[src/rtl/cpx_spc_rpt_buf.sv]
// cpx_spc_rpt_buf
// CPX-to-SPARC repeater: STAGES flops of pipelined transport from the crossbar,
// then a DEPTH-entry credit-managed elastic buffer that the core drains at its
// own pace. Every accepted dequeue returns a one-cycle credit pulse upstream.
// Dropped packets (overflow) and pops of an empty buffer (underflow) raise
// sticky error flags that hold until err_clr.
module cpx_spc_rpt_buf #(
   parameter int WIDTH  = 145,
   parameter int STAGES = 1,
   parameter int DEPTH  = 4,
   parameter int CNTW   = $clog2(DEPTH + 1)
) (
   input  logic             rclk,
   input  logic             arst_l,
   input  logic [WIDTH-1:0] cpx_spc_data_cx2,
   input  logic             cpx_spc_data_rdy_cx2,
   input  logic             spc_cpx_deq,
   input  logic             err_clr,
   output logic [WIDTH-1:0] cpx_spc_data_out,
   output logic             cpx_spc_data_vld_out,
   output logic [4:0]       cpx_spc_data_out_b144to140,
   output logic             spc_cpx_credit_ret,
   output logic [CNTW-1:0]  buf_count,
   output logic             ovf_err,
   output logic             udf_err
);

   localparam int AW = (DEPTH > 1) ? $clog2(DEPTH) : 1;

   // ------------------------------------------------------------------
   // Repeater stages
   // ------------------------------------------------------------------
   logic [STAGES-1:0] stg_vld_q, stg_vld_d;
   logic [WIDTH-1:0]  stg_data_q [STAGES];
   logic [WIDTH-1:0]  stg_data_d [STAGES];

   // Link k feeds stage k; link 0 is the cx2 input.
   logic [STAGES:0]   chain_vld;
   logic [WIDTH-1:0]  chain_data [STAGES+1];

   // Build the source chain and next-state for each repeater stage.
   always_comb begin
      // NOTE: every variable written here gets a value on every path first,
      // so no latch can be inferred.
      chain_vld     = '0;
      chain_vld[0]  = cpx_spc_data_rdy_cx2;
      chain_data[0] = cpx_spc_data_cx2;
      for (int k = 0; k < STAGES; k++) begin
         chain_vld[k+1]  = stg_vld_q[k];
         chain_data[k+1] = stg_data_q[k];
      end
      for (int k = 0; k < STAGES; k++) begin
         stg_vld_d[k]  = chain_vld[k];
         // Data only toggles when something real is moving through.
         stg_data_d[k] = chain_vld[k] ? chain_data[k] : stg_data_q[k];
      end
   end

   // Stage valid bits: cleared by reset so a flush drops in-flight packets.
   always_ff @(posedge rclk or negedge arst_l) begin
      // NOTE: sequential state uses non-blocking assignments so every flop
      // samples pre-edge values regardless of statement order.
      if (!arst_l) stg_vld_q <= '0;
      else         stg_vld_q <= stg_vld_d;
   end

   // Stage data registers: payload only, qualified by the valid bits.
   always_ff @(posedge rclk) begin
      // NOTE: payload registers and buffer storage are deliberately not reset;
      // they are only observed when a matching valid bit is set.
      for (int k = 0; k < STAGES; k++) stg_data_q[k] <= stg_data_d[k];
   end

   // ------------------------------------------------------------------
   // Elastic buffer
   // ------------------------------------------------------------------
   logic [WIDTH-1:0] mem_q [DEPTH];
   logic [WIDTH-1:0] mem_d [DEPTH];
   logic [AW-1:0]    wr_ptr_q, wr_ptr_d;
   logic [AW-1:0]    rd_ptr_q, rd_ptr_d;
   logic [CNTW-1:0]  cnt_q, cnt_d;
   logic             credit_q, credit_d;
   logic             ovf_q, ovf_d;
   logic             udf_q, udf_d;

   logic             enq_req;
   logic [WIDTH-1:0] enq_data;
   logic             buf_empty;
   logic             buf_full;
   logic             deq_ok;
   logic             enq_ok;
   logic             ovf_evt;
   logic             udf_evt;

   // Accept/drop decisions and next-state for pointers, count, flags, storage.
   always_comb begin
      enq_req   = stg_vld_q[STAGES-1];
      enq_data  = stg_data_q[STAGES-1];
      buf_empty = (cnt_q == '0);
      buf_full  = (cnt_q == CNTW'(DEPTH));

      // A pop of an empty buffer is ignored; a push into a full buffer only
      // fits if the head leaves in the same cycle.
      deq_ok  = spc_cpx_deq & ~buf_empty;
      udf_evt = spc_cpx_deq &  buf_empty;
      enq_ok  = enq_req & (~buf_full | deq_ok);
      ovf_evt = enq_req &   buf_full & ~deq_ok;

      mem_d    = mem_q;
      wr_ptr_d = wr_ptr_q;
      rd_ptr_d = rd_ptr_q;
      cnt_d    = cnt_q;

      if (enq_ok) begin
         mem_d[wr_ptr_q] = enq_data;
         wr_ptr_d        = wr_ptr_q + AW'(1);
      end
      if (deq_ok) rd_ptr_d = rd_ptr_q + AW'(1);

      case ({enq_ok, deq_ok})
         2'b10:   cnt_d = cnt_q + CNTW'(1);
         2'b01:   cnt_d = cnt_q - CNTW'(1);
         default: cnt_d = cnt_q;
      endcase

      credit_d = deq_ok;
      // A new error event wins over a coincident clear.
      ovf_d    = ovf_evt | (ovf_q & ~err_clr);
      udf_d    = udf_evt | (udf_q & ~err_clr);
   end

   // Buffer control state: pointers, occupancy, credit pulse, sticky errors.
   always_ff @(posedge rclk or negedge arst_l) begin
      if (!arst_l) begin
         wr_ptr_q <= '0;
         rd_ptr_q <= '0;
         cnt_q    <= '0;
         credit_q <= 1'b0;
         ovf_q    <= 1'b0;
         udf_q    <= 1'b0;
      end else begin
         wr_ptr_q <= wr_ptr_d;
         rd_ptr_q <= rd_ptr_d;
         cnt_q    <= cnt_d;
         credit_q <= credit_d;
         ovf_q    <= ovf_d;
         udf_q    <= udf_d;
      end
   end

   // Buffer storage array.
   always_ff @(posedge rclk) begin
      for (int i = 0; i < DEPTH; i++) mem_q[i] <= mem_d[i];
   end

   // ------------------------------------------------------------------
   // Outputs
   // ------------------------------------------------------------------
   assign cpx_spc_data_out           = mem_q[rd_ptr_q];
   assign cpx_spc_data_vld_out       = (cnt_q != '0);
   assign cpx_spc_data_out_b144to140 = cpx_spc_data_out[WIDTH-1 -: 5];
   assign spc_cpx_credit_ret         = credit_q;
   assign buf_count                  = cnt_q;
   assign ovf_err                    = ovf_q;
   assign udf_err                    = udf_q;

endmodule

[config.mk]
export PLATFORM = sky130hd
export DESIGN_NAME = cpx_spc_rpt_buf
export DESIGN_NICKNAME = d
export VERILOG_FILES = /design/src/rtl/cpx_spc_rpt_buf.sv
export SDC_FILE = /design/constraint.sdc
export NUM_CORES = 1
export LEC_CHECK = 0
export BUFFER_PORTS_ARGS = -buffer_cell sky130_fd_sc_hd__buf_4
export CORE_UTILIZATION = 35
export CTS_CLUSTER_DIAMETER = 50
export CTS_CLUSTER_SIZE = 16
export DETAILED_ROUTE_END_ITERATION = 10
export GPL_TIMING_DRIVEN = 0
export SKIP_LAST_GASP = 1
export SLEW_MARGIN = 15
export SYNTH_ARGS = -nofsm -noshare
export SYNTH_HDL_FRONTEND = slang
export SYNTH_SLANG_ARGS = --single-unit
export TNS_END_PERCENT = 30
[constraint.sdc]
create_clock -name rclk -period 14.6 [get_ports rclk]
set_clock_uncertainty 0.05 [all_clocks]
set_input_delay 1.46 -clock rclk [delete_from_list [all_inputs] [get_ports rclk]]
set_output_delay 1.46 -clock rclk [all_outputs]
set_load 0.1 [all_outputs]
==> summary.txt <==
Global route
  • Vias in the first global route: 12100
  • Pin count of the biggest net entering global routing: 76
  • First-pass GRT wire length: 76.5 mm
  • Total gr overflow: 0
  • Total GRT Usage: 13.9%
  • Initial antenna violation count: 4

Layout
  • Area delta synth->final: 27.0%
  • Final non-filler cell total: about 2400
  • FILL cells: 6120
  • Commonest non-fill, non-tap cell in the layout: edfxtp_1
  • Share of cells above drive strength 1: 46.0%
  • Sequential cell area: approximately 22000 µm²
  • Multi-input logic area: 3520 µm²
  • Most frequent cells in the layout: edfxtp_1 (725), buf_4 (311), mux4_2 (145)
  • Nets: ~1500

Synth
  • Yosys warns: 0
  • Largest cells by area after synthesis: edfxtp_1 (84%), mux4_2 (13%), dfrtp_1 (1.1%)
  • Syn Inst Count: 956
  • Seq cells post-synth: 736
  • Syn_area_per_cell: 27.2 µm²
  • Synth cell types: 23
  • Leading area contributor after synthesis: edfxtp_1
  • Seq/Total Area, Yosys: 84.8%
  • Synthesized Nets: 1112
  • Area fraction of the dominant cell type after synthesis: a little over four fifths
  • Mapped Area: 26000 µm²

Setup path
  • WS Path Type: reg -> out
  • Worst setup EP type: output port
  • Reg2reg start: buf_count[2]$_DFFE_PN0P_
  • Max incr delay on CP: 0.67 ns
  • Critical path's top delay family: buffers and inverters
  • Startpoint Class: flip-flop
  • CP Cell Sequence: clkbuf_1, buf_2, mux4_2, buf_4, buf_4
  • Critical Path AT: 2.95 ns
  • R2R Path End: mem_q[496]$_DFFE_PP_
  • Largest fanout on the critical path: 10
  • Worst path required time: 13.09 ns
  • Reg2reg path depth: 4
  • Cell mode on critical path: buf_4
  • Critical Path Source: rd_ptr_q[1]$_DFFE_PN0P_
  • R2R Setup Slk: 12.26 ns
  • CP Buf/Inv Count: 4
  • CP max stage cell: clkbuf_1

Timing
  • Final period util: 30.6%
  • Slew Limit Fails: 0
  • Hold Fails Final Rpt: 0
  • Fin crit period: about 4.5 ns
  • RSZ-0062 raised after global routing: false
  • Setup violators final: 0
  • Final setup TNS: 0 ns
  • Worst-Margin Slew: 0.895 ns
  • Max_slew headroom: 40.3%
  • Fmax: 0.224 GHz

Floorplanning
  • Total Die Area: 75300 µm²
  • CORE AREA: 73200 µm²
  • Die W: 274 µm
  • Num ports: about 310
  • Std cell rows: 99
  • Die extent in y: 274 µm
  • Initial Utilization: between 30% and 40%

Clock network
  • CTS sink cnt: 736
  • CTS tree: built
  • Cts hold-fix bufs: 0
  • Setup Fix Bufs, Post-CTS: 0
  • Clk buf depth: 3
  • Resized cells post-CTS: 0
  • Htree depth: 3
  • Worst-skew pair later-pin latency: 0.63 ns
  • Clk root buf: clkbuf_16
  • Clk slew on worst S/H paths: 0.06 ns
  • CTS Buf Count: 87

Place
  • Routability cong.: 0.701
  • Placed instance count: 2234
  • I/O Buffers: 306
  • Final HPWL DP: 31.7 mm

Routing
  • Vias per Instance: 4.70
  • Via Count: between 10000 and 15000
  • WL/cell: between 20 and 25 µm
  • Routed wire length: 52.2 mm
  • TritonRoute pass-1 iters: 8
  • Iter 0 DRT Violations: 669
  • DRC viols: 34
  • Post-route ant nets: 0

Job
  • Max-Cap Viols: 0

Worst hold path
  • Hold endpoint: mem_q[544]$_DFFE_PP_
  • Hold/Removal Path Class: reg -> reg
  • Hold path start: stg_data_q[0][109]$_DFFE_PP_
  • Hold Path Depth: 0

Outcome
  • Run status: complete, but fails checks
  • Failing checks: design-rule violations
-- metrics by stage --
step | instance area, µm² | hold WS (ns) | util [%] | setup WS, ns
after CTS | 33000 | 0.433 | 45.1 | 9.79
after global routing | 33000 | 0.445 | 45.1 | 9.95
final | 33000 | 0.429 | 45.1 | 10.14
after floorplan | 26000 | 0.392 | - | 8.90
after global placement | 29500 | 0.416 | 40.3 | 5.40
after detailed placement | 29800 | 0.413 | 40.8 | 10.49
-- final cells by class --
cell class	instances	area share, %
flip-flops and latches	736	66.8
multi-input cells	173	10.7
clock inverters	69	2.75
repair buffers	319	8.00
well taps	959	3.64
plain buffers	38	1.21
diodes	1	0.00759
clock buffers	94	6.81
inverters	9	0.102
-- cell usage after synthesis --
library cell	n
dfrtp_1	11
edfxtp_1	725
o22ai_1	1
nor4b_2	1
o21ai_0	2
inv_1	9
ha_1	5
or3_1	1
nand2_1	3
o31a_1	1
mux4_2	145
nor2b_2	1
mux2_2	1
fa_1	1
buf_6	5
xor2_1	3
clkbuf_1	2
buf_12	11
buf_2	14
buf_4	6
nor2_1	1
xnor2_1	3
and2_1	4
-- state kept, by name, summed over array words and instances (netlist names) --
register            count
stg_data_q            145
ovf_err                 1
udf_err                 1
buf_count               3
enq_req                 1
wr_ptr_q                2
spc_cpx_credit_ret      1
mem_q                 580
rd_ptr_q                2
-- logic make-up (layout without fill, tap and decap cells) --
kind of cell               count (synthesis)  count (layout)  share of synthesized area [%]
AOI/OAI and AO/OA                          4               4                         0.0963
xor gates and xnor gates                   6               6                          0.202
adders and majority gates                  6               6                          0.318
buffers and inverters                     47             529                           1.67
DFF                                      736             736                           84.8
muxes                                    146             146                           12.6
other                                      0               1                              0
and+or+nand+nor                           11              11                          0.270
-- how the worst max path moves through the flow --
stage / endpoint / slack [ns] / cells past startpoint
floorplan: mem_q[0]$_DFFE_PP_ / 8.90 / 3
global placement: mem_q[489]$_DFFE_PP_ / 5.40 / 4
detailed placement: cpx_spc_data_out_b144to140[0] / 10.49 / 5
CTS: cpx_spc_data_out_b144to140[0] / 9.79 / 5
global route: cpx_spc_data_out_b144to140[0] / 9.95 / 5
finish: cpx_spc_data_out_b144to140[0] / 10.14 / 5
-- worst reg2reg max path, delay by kind of cell, from the launching register on --
kind	cells	cell delay [ns]
AND/OR/NAND/NOR	3	1.15
buffers and inverters	1	0.31
flip-flops	1	0.42
-- metal layers --
layer	vias to the layer above	GRT usage, %	routed length, µm
met5	-	0	48
met4	8	4.81	1350
met3	106	4.02	3410
met2	302	22.7	26000
met1	5912	17.8	21400
li1	4937	-	-
Power is not shown: default switching activity piles up to over one toggle a cycle in this logic, so the estimate is an artifact.
